## src/rtl/mem_arb_pkg.sv

```systemverilog
// Shared types for the two-port memory arbiter: FSM state encoding, owner IDs
// and the data-path widths that are fixed by the memory interface.
package mem_arb_pkg;

  localparam int DW = 32;  // memory word width
  localparam int BW = 4;   // byte-enable lanes per word

  typedef enum logic [1:0] {
    IDLE  = 2'd0,
    ISSUE = 2'd1,
    WAIT  = 2'd2,
    ACK   = 2'd3
  } state_t;

  typedef enum logic {
    OWN_C = 1'b0,
    OWN_D = 1'b1
  } owner_t;

  // The port that did not own the previous access; used to break ties.
  function automatic owner_t other_owner(input owner_t o);
    return (o == OWN_C) ? OWN_D : OWN_C;
  endfunction

endpackage

```

## src/rtl/mem_arb_rr.sv

```systemverilog
// Two-way round-robin picker. A single requester is granted directly; when
// both request, the port that did not own the last access wins.
module mem_arb_rr
  import mem_arb_pkg::*;
(
  input  logic   c_req,
  input  logic   d_req,
  input  owner_t last_owner,
  output logic   grant_valid,
  output owner_t grant_id
);

  // Grant decode: purely combinational, evaluated only while the FSM idles.
  always_comb begin
    // NOTE: every output gets a default first so no path leaves it unassigned (no latch).
    grant_valid = c_req | d_req;
    grant_id    = OWN_C;
    if (c_req && d_req) begin
      grant_id = other_owner(last_owner);
    end else if (d_req) begin
      grant_id = OWN_D;
    end
  end

endmodule

```

## src/rtl/mem_arbiter.sv

```systemverilog
// Shares one single-port synchronous word memory between the processor
// controller (port C) and the debug/program loader (port D). Each access runs
// IDLE -> ISSUE -> WAIT (MEM_LAT cycles) -> ACK, so one access takes
// MEM_LAT+3 cycles including the IDLE cycle that samples the request.
// Every output is a register or a decode of the state register.
module mem_arbiter
  import mem_arb_pkg::*;
#(
  parameter int AW      = 10,
  parameter int MEM_LAT = 1,   // 1..15, issue cycle to valid m_rdata
  parameter int CW      = 4    // must hold MEM_LAT-1
) (
  input  logic          clk,
  input  logic          reset,

  input  logic          c_req,
  input  logic          c_we,
  input  logic [BW-1:0] c_be,
  input  logic [AW-1:0] c_addr,
  input  logic [DW-1:0] c_wdata,
  output logic [DW-1:0] c_rdata,
  output logic          c_ack,

  input  logic          d_req,
  input  logic          d_we,
  input  logic [BW-1:0] d_be,
  input  logic [AW-1:0] d_addr,
  input  logic [DW-1:0] d_wdata,
  output logic [DW-1:0] d_rdata,
  output logic          d_ack,

  output logic          m_en,
  output logic          m_we,
  output logic [BW-1:0] m_be,
  output logic [AW-1:0] m_addr,
  output logic [DW-1:0] m_wdata,
  input  logic [DW-1:0] m_rdata,

  output logic          busy
);

  state_t        state;
  owner_t        owner;       // port that owns the access in flight
  owner_t        last_owner;  // owner of the most recently acked access
  logic          req_we;      // latched direction of the access in flight
  logic [CW-1:0] cnt;         // remaining WAIT cycles before m_rdata is valid

  logic          grant_valid;
  owner_t        grant_id;

  logic          sel_we;
  logic [BW-1:0] sel_be;
  logic [AW-1:0] sel_addr;
  logic [DW-1:0] sel_wdata;

  mem_arb_rr u_rr (
    .c_req       (c_req),
    .d_req       (d_req),
    .last_owner  (last_owner),
    .grant_valid (grant_valid),
    .grant_id    (grant_id)
  );

  // Route the granted port's request fields toward the request registers.
  always_comb begin
    sel_we    = c_we;
    sel_be    = c_be;
    sel_addr  = c_addr;
    sel_wdata = c_wdata;
    if (grant_id == OWN_D) begin
      sel_we    = d_we;
      sel_be    = d_be;
      sel_addr  = d_addr;
      sel_wdata = d_wdata;
    end
  end

  // Access sequencer: owns the state, latency counter, request registers,
  // memory strobes, per-port read data and ack pulses.
  always_ff @(posedge clk or posedge reset) begin
    if (reset) begin
      state      <= IDLE;
      owner      <= OWN_C;
      last_owner <= OWN_D;
      req_we     <= 1'b0;
      cnt        <= '0;
      m_en       <= 1'b0;
      m_we       <= 1'b0;
      m_be       <= '0;
      m_addr     <= '0;
      m_wdata    <= '0;
      c_rdata    <= '0;
      d_rdata    <= '0;
      c_ack      <= 1'b0;
      d_ack      <= 1'b0;
    end else begin
      // NOTE: non-blocking assignments throughout, so every read below sees the pre-edge value.
      c_ack <= 1'b0;
      d_ack <= 1'b0;
      case (state)
        IDLE: begin
          if (grant_valid) begin
            owner   <= grant_id;
            req_we  <= sel_we;
            m_en    <= 1'b1;
            m_we    <= sel_we;
            m_be    <= sel_be;
            m_addr  <= sel_addr;
            m_wdata <= sel_wdata;
            state   <= ISSUE;
          end
        end
        ISSUE: begin
          // The strobe lasts exactly one cycle; address and data stay latched.
          m_en  <= 1'b0;
          m_we  <= 1'b0;
          cnt   <= CW'(MEM_LAT - 1);
          state <= WAIT;
        end
        WAIT: begin
          if (cnt != '0) begin
            cnt <= cnt - CW'(1);
          end else begin
            if (!req_we) begin
              if (owner == OWN_C) c_rdata <= m_rdata;
              else                d_rdata <= m_rdata;
            end
            if (owner == OWN_C) c_ack <= 1'b1;
            else                d_ack <= 1'b1;
            state <= ACK;
          end
        end
        ACK: begin
          last_owner <= owner;
          state      <= IDLE;
        end
        default: state <= IDLE;
      endcase
    end
  end

  assign busy = (state != IDLE);

endmodule

```

## config.mk

```make
export PLATFORM = sky130hd
export DESIGN_NAME = mem_arbiter
export DESIGN_NICKNAME = d
export VERILOG_FILES = /design/src/rtl/mem_arb_pkg.sv /design/src/rtl/mem_arb_rr.sv /design/src/rtl/mem_arbiter.sv
export SDC_FILE = /design/constraint.sdc
export NUM_CORES = 1
export LEC_CHECK = 0
export BUFFER_PORTS_ARGS = -buffer_cell sky130_fd_sc_hd__clkbuf_2
export CORE_MARGIN = 2
export CORE_UTILIZATION = 42
export CTS_BUF_LIST = sky130_fd_sc_hd__clkbuf_16
export DETAILED_ROUTE_END_ITERATION = 8
export PLACE_DENSITY = 0.84
export REMOVE_ABC_BUFFERS = 1
export SETUP_SLACK_MARGIN = 0.1
export SYNTH_ARGS = -nofsm -noshare
export SYNTH_HDL_FRONTEND = slang
export SYNTH_SLANG_ARGS = --single-unit
```

## constraint.sdc

```tcl
create_clock -name clk -period 4.3 [get_ports clk]
set_clock_uncertainty 0.05 [all_clocks]
set_input_delay 0.86 -clock clk [delete_from_list [all_inputs] [get_ports clk]]
set_output_delay 0.86 -clock clk [all_outputs]
set_load 0.02 [all_outputs]
```

==> flow_metrics.py, run 1 <==
metrics = {
    "timing": {
        "fin_crit_ps": 2540,
        "rsz0062_at_grt": "no",
        "fmax_ghz": 0.393,
        "hold_violations": 0,
        "drv_slew": 0,
        "finalSetupTns_ps": 0,
        "period_share_pct": 59.1,
        "worst_slew_pin_slew_ps": 1050,
        "max_slew_margin_pct": 30.3,
        "finalSetupViolations": 0,
    },
    "min_path": {
        "hold_path_class": "reg2reg",
    },
    "clock_tree": {
        "cts_sinks": 123,
        "numCtsBuffers": 17,
        "holdBufCountCts": 0,
        "clk_latency_ps": 410,
        "clk_pin_slew_ps": 60,
        "clockRootBuffer": "clkbuf_16",
        "clockBufferDepth": 2,
        "cts-htree-levels": 4,
        "cts_tree": "built",
        "cts_setup_buffers": 0,
        "cts_resized": 0,
    },
    "route": {
        "first_pass_iters": 5,
        "drc_errors": 0,
        "routed_wl_um": 12300,
        "post_drt_wl_per_cell_um": 14.9,
        "vias_per_cell": 4.81,
        "drt_iter0_markers": 219,
        "num_vias": 3975,
        "ant_nets": 0,
    },
    "worst_setup_path": {
        "crit_required_ps": 4540,
        "crit_type": "reg2reg",
        "cp_max_fo": 32,
        "end_kind": "register",
        "arrival_ps": 2780,
        "worstSetupStartpointType": "register",
        "r2r_setup_slack_ps": 1760,
    },
    "synth": {
        "async_reset_ff_share_pct": 100,
        "synth.top_cells.by_area": "dfrtp_1 (57%), mux2i_1 (9.4%), mux2_4 (8.5%)",
        "ys_ff_latch": 123,
        "syn-cell-area_um2": 5310,
        "seq_area_frac_synth_pct": 58.0,
        "synth_edf_count": 0,
        "syn_area_per_cell_um2": 13.2,
        "synth.yosys.warnings": 0,
        "ys_types": 32,
        "synth_top_area_share_pct": 57.5,
        "synth_flop_cell": "dfrtp_1",
        "yosysTopAreaCell": "dfrtp_1",
        "syn_inst": 401,
    },
    "global_routing": {
        "grtUsageTotal_pct": 17.9,
        "grt-ovfl-total": 0,
        "antenna_found_initial": 0,
        "grt_pass1_vias": 3974,
        "grt_pass1_wl_um": 18500,
        "grt_max_degree": 78,
    },
    "place": {
        "io_buffers": 244,
        "place.gp.congestion": 0.799,
        "dp_hpwl_um": 9190,
        "dpl-instance-area_um2": 6640,
    },
    "floorplanning": {
        "design.core.area_um2": 12500,
        "dieArea_um2": 13600,
        "die_height_um": 116,
        "pin_count": 245,
        "start_util_pct": 42.6,
        "rows": 41,
        "die_x_um": 116,
    },
    "power": {
        "internal-power_mw": 3.62,
        "p_sw_mw": 2.30,
        "clockPowerShare_pct": 22.6,
        "vdd_drop_max_uv": 342,
        "p_leak_nw": 3.88,
        "pwr-share-seq_pct": 34.9,
        "combPwrFrac_pct": 42.5,
        "switching_share_pct": 38.8,
        "power.density_nw_per_um2": 823,
    },
    "cells_and_area": {
        "final_common_cell": "clkbuf_2",
        "fillers": 1013,
        "regArea_um2": 3080,
        "layout.nets": 780,
        "fin_area_um2": 7190,
        "fin_util_pct": 57.7,
        "drive_above_1_share_pct": 53.3,
        "mostFrequentLayoutCells": "clkbuf_2 (244), dfrtp_1 (122), nand2_1 (52), mux2i_1 (50), o21ai_0 (49)",
        "multi_input_area_um2": 2050,
        "area_delta_synth_final_pct": 35.4,
        "antenna_cells": 0,
    },
    "outcome": {
        "status": "finished clean",
    },
    "run": {
        "max_cap_viol_count": 0,
    },
}
sequential cells by signal, summed over array words and instances, names as in the netlist, 2 cells and up:
signal   flops
state        2
cnt          4
c_rdata     32
m_addr      10
m_wdata     32
d_rdata     32
m_be         4
cells in the mapped netlist, types with 2 or more instances:
master,count
a21oi_1,2
nand3b_1,2
buf_12,3
nor2_1,2
o21ai_0,49
ha_1,6
clkbuf_1,10
nand2b_1,2
mux2_4,30
nand2_1,52
buf_2,6
nand3_1,2
mux2_2,36
dfrtp_1,122
buf_4,4
mux2i_1,50
inv_1,8
layout make-up:
cell class / count / share of cell area, %
clock inverter: 13 / 1.81
inverter: 8 / 0.452
tap: 172 / 2.99
multi-input combinational: 246 / 28.4
clock buffer: 17 / 5.92
sequential: 123 / 42.8
timing repair buffer: 248 / 17.6
per-layer routing:
layer  part of all wire [%]  global-route usage [%]
met4                    2.0                    8.41
met5                      0                       0
met3                     11                    7.06
met1                     39                    19.8
met2                     49                    30.3
kinds of logic (layout without fill, tap and decap cells):
| logic type | count (synthesis) | count (layout) | share of synthesized area, % |
|---|---|---|---|
| compound gates | 56 | 56 | 5.61 |
| fa+ha+maj | 6 | 6 | 1.41 |
| buf+inv | 32 | 286 | 3.75 |
| flops | 123 | 123 | 58.0 |
| mux | 116 | 116 | 25.5 |
| simple gates | 68 | 68 | 5.72 |
stage by stage:
stage | instances | hold slack (ps) | power (mW) | worst slack [ps]
6_report | 827 | 428 | 5.92 | 1760
4_1_cts | 827 | 433 | 5.98 | 1780
2_1_floorplan | 377 | 406 | 3.73 | 35.9
3_5_place_dp | 797 | 421 | 4.62 | 1780
3_3_place_gp | 797 | 414 | 4.50 | 1830
5_1_grt | 827 | 458 | 6.29 | 1640
worst paths after layout:
kind                                   from          end  cells after the start
worst min register to register  m_wdata[29]  m_wdata[29]                      2
worst max register to register     state[0]  c_rdata[23]                      5
worst min-delay path            m_wdata[29]  m_wdata[29]                      2
max in group asynchronous             reset   c_rdata[8]                      3
worst max-delay path               state[0]  c_rdata[23]                      5
min in group asynchronous             reset      m_be[3]                      2
worst max-delay path, cell delays in order (launching register included):
cell,delay (ps)
dfrtp_1,410
inv_1,120
ha_1,320
nand4bb_1,150
or3_2,880
mux2_4,470
power groups by stage:
| stage | Combinational (mW) | Clock [mW] | Sequential, mW |
|---|---|---|---|
| 2_1_floorplan | 1.04 | 0 | 2.69 |
| 3_3_place_gp | 2.46 | 0 | 2.03 |
| 3_5_place_dp | 2.55 | 0 | 2.07 |
| 4_1_cts | 2.55 | 1.37 | 2.07 |
| 5_1_grt | 2.74 | 1.42 | 2.13 |
| 6_report | 2.52 | 1.34 | 2.07 |
Note: power is estimated with default switching activity, not from simulation.
==> run 2, diff against run 1 <==
--- a/config.mk
+++ b/config.mk
@@ -5,6 +5,7 @@
 export SDC_FILE = /design/constraint.sdc
 export NUM_CORES = 1
 export LEC_CHECK = 0
+export ABC_AREA = 1
 export BUFFER_PORTS_ARGS = -buffer_cell sky130_fd_sc_hd__clkbuf_2
 export CORE_MARGIN = 2
 export CORE_UTILIZATION = 42
==> constraint.sdc (replaced) <==
create_clock -name clk -period 2.1 [get_ports clk]
set_clock_uncertainty 0.05 [all_clocks]
set_input_delay 0.42 -clock clk [delete_from_list [all_inputs] [get_ports clk]]
set_output_delay 0.42 -clock clk [all_outputs]
set_load 0.02 [all_outputs]
==> run 2 against run 1 <==
Synthesized area increased by 0.42%. Via count increased by 24%. Sequential share of layout area decreased by 0.23 points. First-iteration DRC count increased by 50%. Final area increased by 0.54%.
==> flow_metrics.py, run 2 <==
metrics = {
    "outcome": {
        "status": "finished clean",
    },
    "route": {
        "post_drt_wl_per_cell_um": 14.4,
        "vias_per_cell": 4.92,
        "ant_nets": 0,
        "first_pass_iters": 5,
        "routed_wl_um": 14400,
        "num_vias": 4915,
        "drt_iter0_markers": 329,
        "drc_errors": 0,
    },
    "global_routing": {
        "grtUsageTotal_pct": 21.3,
        "antenna_found_initial": 0,
        "grt_max_degree": 124,
        "grt-ovfl-total": 0,
        "grt_pass1_wl_um": 22300,
        "grt_pass1_vias": 4697,
    },
    "worst_setup_path": {
        "crit_chain": "inv_1, ha_1, inv_1, clkbuf_2",
        "arrival_ps": 1430,
        "crit_path_top_delay_cell": "dfrtp_1",
        "cp_max_fo": 4,
        "r2r_setup_slack_ps": 280,
        "ff2ff_path_depth": 8,
        "max_stage_delay_ps": 410,
        "crit_required_ps": 1630,
        "crit_type": "reg2out",
        "end_kind": "output pin",
        "path_common_cell": "inv_1",
        "worstSetupStartpointType": "register",
    },
    "place": {
        "io_buffers": 244,
        "dp_hpwl_um": 10500,
        "place.gp.congestion": 0.898,
        "placedCellCount": 968,
    },
    "synth": {
        "async_reset_ff_share_pct": 100,
        "synth_top_area_share_pct": 57.2,
        "synth_flop_cell": "dfrtp_1",
        "ys_ff_latch": 123,
        "synth.yosys.warnings": 0,
        "syn_inst": 579,
        "synth_edf_count": 0,
        "synth.top_cells.by_area": "dfrtp_1 (57%), nand2_1 (9.3%), nand3_1 (9.2%)",
        "syn-cell-area_um2": 5330,
        "yosysTopAreaCell": "dfrtp_1",
        "syn_area_per_cell_um2": 9.21,
        "ys_types": 25,
        "yosysMostFrequentCell": "nand2_1",
        "synth_common_cells": "nand2_1 (132), dfrtp_1 (122), nand3_1 (98), o21ai_1 (48)",
        "seq_area_frac_synth_pct": 57.7,
    },
    "cells_and_area": {
        "mostFrequentLayoutCells": "clkbuf_2 (244), nand2_1 (132), dfrtp_1 (122), nand3_1 (98), inv_1 (49)",
        "fillers": 1140,
        "fin_util_pct": 57.8,
        "antenna_cells": 0,
        "instances_no_fill": 1000,
        "drive_above_1_share_pct": 34.7,
        "final_common_cell": "clkbuf_2",
        "top_regs": "c_rdata (32), d_rdata (32), m_wdata (32)",
        "layout.nets": 951,
        "area_delta_synth_final_pct": 35.6,
    },
    "power": {
        "vdd_drop_max_uv": 1110,
        "p_leak_nw": 3.85,
        "power.density_nw_per_um2": 1670,
    },
    "clock_tree": {
        "holdBufCountCts": 0,
        "cts_sinks": 123,
        "numCtsBuffers": 17,
        "clockBufferDepth": 2,
        "cts-htree-levels": 4,
        "clk_latency_ps": 410,
        "cts_resized": 0,
        "cts_setup_buffers": 0,
        "clockRootBuffer": "clkbuf_16",
        "clk_pin_slew_ps": 50,
        "cts_tree": "built",
    },
    "floorplanning": {
        "rows": 41,
        "pin_count": 245,
        "die_x_um": 117,
        "dieArea_um2": 13600,
        "die_height_um": 117,
        "start_util_pct": 42.6,
        "design.core.area_um2": 12500,
    },
    "timing": {
        "period_share_pct": 90.3,
        "hold_violations": 0,
        "worst_slew_pin_slew_ps": 638,
        "rsz0062_at_grt": "no",
        "finalSetupViolations": 0,
        "max_slew_margin_pct": 57.5,
        "fin_crit_ps": 1900,
        "fmax_ghz": 0.527,
        "drv_slew": 0,
    },
    "min_path": {
        "hold_path_class": "in2async",
    },
    "run": {
        "max_cap_viol_count": 0,
    },
}
-- run 2: path summary, 6_finish.rpt --
path	end	startpoint
min reg2reg	c_rdata[8]	c_rdata[8]
max in group asynchronous	m_wdata[6]	reset
max	busy	state[0]
max reg2reg	d_rdata[11]	cnt[0]
min in group clk	c_rdata[4]	m_rdata[4]
min	c_rdata[23]	reset
-- run 2: kinds of logic after synthesis --
| kind of cell | Yosys count | synth area share, % |
|---|---|---|
| AO/OA/AOI/OAI | 122 | 13.8 |
| XOR/XNOR | 1 | 0.164 |
| adder cells (fa/ha/maj) | 6 | 1.41 |
| buffers and inverters | 86 | 7.04 |
| flip-flops | 123 | 57.7 |
| AND/OR/NAND/NOR | 241 | 19.9 |
-- run 2: metrics by stage --
step | power [mW] | TNS (ps) | hold slack (ps) | setup WS (ps) | instance area (µm²)
6_report | 12.0 | 0 | 120 | 203 | 7230
3_3_place_gp | 9.52 | 0 | 419 | 372 | 6740
5_1_grt | 12.9 | 0 | 174 | 102 | 7230
3_5_place_dp | 9.68 | 0 | 428 | 285 | 6740
4_1_cts | 12.2 | 0 | 150 | 192 | 7230
2_1_floorplan | 7.57 | -227970 | 409 | -1640 | 5140
-- run 2: power breakdown --
group	total, mW	switching [mW]	internal [mW]
Combinational	5.37	3.45	1.92
Sequential	4.24	0.670	3.57
Clock	2.43	0.977	1.45
Total	12.0	5.10	6.95
-- run 2: final cells by class --
cell class / instances / area [µm²] / share of cell area [%]
repair buffers: 255 / 1380 / 19.1
clock inverters: 15 / 70.1 / 0.969
flip-flops and latches: 123 / 3080 / 42.6
clock buffers: 17 / 425 / 5.88
inverters: 48 / 183 / 2.53
well taps: 172 / 215 / 2.98
multi-input cells: 370 / 1880 / 26.0
-- run 2: layer usage --
layer	vias up	share of wire, %	track usage, %
li1	2382	-	-
met1	2335	41	25.8
met2	153	50	34.9
met3	45	4.9	5.92
met4	0	3.6	11.1
met5	-	0	0
-- run 2: critical path: cells and delay by family, from the launching register on --
kind	cells	cell delay, ps
adder cells (fa/ha/maj)	1	240
flip-flops	1	410
buffers and inverters	3	360
==> run 3, diff against run 2 <==
--- a/config.mk
+++ b/config.mk
@@ -6,7 +6,7 @@
 export NUM_CORES = 1
 export LEC_CHECK = 0
 export ABC_AREA = 1
-export BUFFER_PORTS_ARGS = -buffer_cell sky130_fd_sc_hd__clkbuf_2
+export BUFFER_PORTS_ARGS = -buffer_cell sky130_fd_sc_hd__buf_2
 export CORE_MARGIN = 2
 export CORE_UTILIZATION = 42
 export CTS_BUF_LIST = sky130_fd_sc_hd__clkbuf_16
==> run 3 against run 2 <==
Core utilization rose by 1.2 points. Setup slack better by 30 ps. Fmax up 1.6%. Count of clock-buffer cells in the layout stayed put. Routed wire length up 0.60%. Die area unchanged. Critical endpoint unchanged. Largest power group unchanged. Highest routed layer unchanged.
==> flow_metrics.py, run 3 (synthesis results as in run 2) <==
metrics = {
    "worst_setup_path": {
        "r2r_setup_slack_ps": 310,
        "worstSetupStartpointType": "register",
        "cp_max_fo": 4,
        "path_common_cell": "inv_1",
        "arrival_ps": 1400,
        "max_stage_delay_ps": 420,
        "crit_chain": "inv_1, ha_1, inv_1, buf_2",
        "crit_type": "reg2out",
        "crit_path_top_delay_cell": "dfrtp_1",
        "end_kind": "output pin",
        "crit_required_ps": 1630,
    },
    "clock_tree": {
        "cts_setup_buffers": 0,
        "clk_latency_ps": 400,
        "clk_pin_slew_ps": 60,
        "cts_resized": 0,
        "cts_sinks": 123,
        "cts-htree-levels": 4,
        "numCtsBuffers": 17,
        "clockBufferDepth": 2,
        "holdBufCountCts": 0,
        "cts_tree": "built",
        "clockRootBuffer": "clkbuf_16",
    },
    "cells_and_area": {
        "drive_above_1_share_pct": 34.9,
        "antenna_cells": 0,
        "top_regs": "c_rdata (32), d_rdata (32), m_wdata (32)",
        "fin_util_pct": 58.9,
        "layout.nets": 951,
        "mostFrequentLayoutCells": "buf_2 (244), nand2_1 (132), dfrtp_1 (122), nand3_1 (98), o21ai_1 (48)",
        "final_common_cell": "buf_2",
        "instances_no_fill": 1000,
        "area_delta_synth_final_pct": 38.3,
    },
    "route": {
        "routed_wl_um": 14500,
        "post_drt_wl_per_cell_um": 14.5,
        "drt_iter0_markers": 418,
        "vias_per_cell": 4.88,
        "ant_nets": 0,
        "num_vias": 4881,
        "drc_errors": 0,
        "first_pass_iters": 4,
    },
    "timing": {
        "rsz0062_at_grt": "no",
        "layout_setup_ws_ps": 233,
        "max_slew_margin_pct": 54.4,
        "hold_violations": 0,
        "drv_slew": 0,
        "period_share_pct": 88.9,
        "finalSetupViolations": 0,
        "worst_slew_pin_slew_ps": 685,
        "fin_crit_ps": 1870,
        "fmax_ghz": 0.536,
    },
    "outcome": {
        "status": "finished clean",
    },
    "power": {
        "p_leak_nw": 3.85,
        "vdd_drop_max_uv": 855,
        "power.density_nw_per_um2": 1720,
    },
    "place": {
        "dp_hpwl_um": 10300,
        "pre_cts_ws_ps": 333,
        "placedCellCount": 968,
        "io_buffers": 244,
        "place.gp.congestion": 0.916,
    },
    "global_routing": {
        "grt_max_degree": 124,
        "grt_pass1_vias": 4692,
        "grtUsageTotal_pct": 21.4,
        "antenna_found_initial": 0,
        "grt_pass1_wl_um": 22300,
        "grt-ovfl-total": 0,
    },
    "floorplanning": {
        "start_util_pct": 42.6,
        "die_x_um": 117,
        "rows": 41,
        "pin_count": 245,
        "dieArea_um2": 13600,
        "die_height_um": 117,
        "design.core.area_um2": 12500,
    },
    "run": {
        "max_cap_viol_count": 0,
    },
    "min_path": {
        "hold_path_class": "in2async",
    },
}
run 3: cell count changes in the layout (fill, tap and decap cells not counted), sizes merged:
| cell | delta |
|---|---|
| buf | +244 |
| clkinv | -2 |
| clkbuf | -244 |
| bufinv | +5 |
| inv | -3 |
run 3: area by class of cell:
type	count	area, µm²
fill	1085	5140
clock inverter	15	205
tap	172	215
inverter	48	183
timing repair buffer	255	1390
multi-input combinational	370	1880
clock buffer	17	425
sequential	123	3080
run 3: path summary, 6_finish.rpt:
| kind | from | end | cells past startpoint |
|---|---|---|---|
| worst max-delay path | state[1] | busy | 4 |
| worst min-delay path | reset | d_rdata[24] | 3 |
| worst max register to register | cnt[0] | d_rdata[7] | 7 |
| worst min register to register | d_rdata[30] | d_rdata[30] | 2 |
| max in group asynchronous | reset | cnt[1] | 3 |
| min in group clk | m_rdata[10] | c_rdata[10] | 3 |
run 3: where the power goes:
group / internal (mW) / switching (mW)
Clock: 2.08 / 0.998
Sequential: 3.57 / 0.630
Combinational: 1.97 / 3.45
run 3: routing by layer:
| metal | track usage (%) | routed length, µm | part of all wire, % |
|---|---|---|---|
| met3 | 6.07 | 629 | 4.3 |
| met5 | 0 | 0 | 0 |
| met1 | 25.0 | 5900 | 41 |
| met4 | 10.2 | 449 | 3.1 |
| met2 | 36.3 | 7500 | 52 |
run 3: per-stage QoR:
stage	hold WS, ps	instance area [µm²]	total power, mW	setup TNS [ps]
6_report	84.7	7380	12.7	0
5_1_grt	173	7380	13.6	0
4_1_cts	158	7380	12.8	0
3_5_place_dp	418	6750	9.68	0
3_3_place_gp	411	6750	9.51	0
2_1_floorplan	409	5140	7.57	-227970
run 3: worst max-delay path: cells and delay by family, from the launching register on:
family                     cells  cell delay [ps]
DFF                            1              420
buffers and inverters          3              340
adders and majority gates      1              230
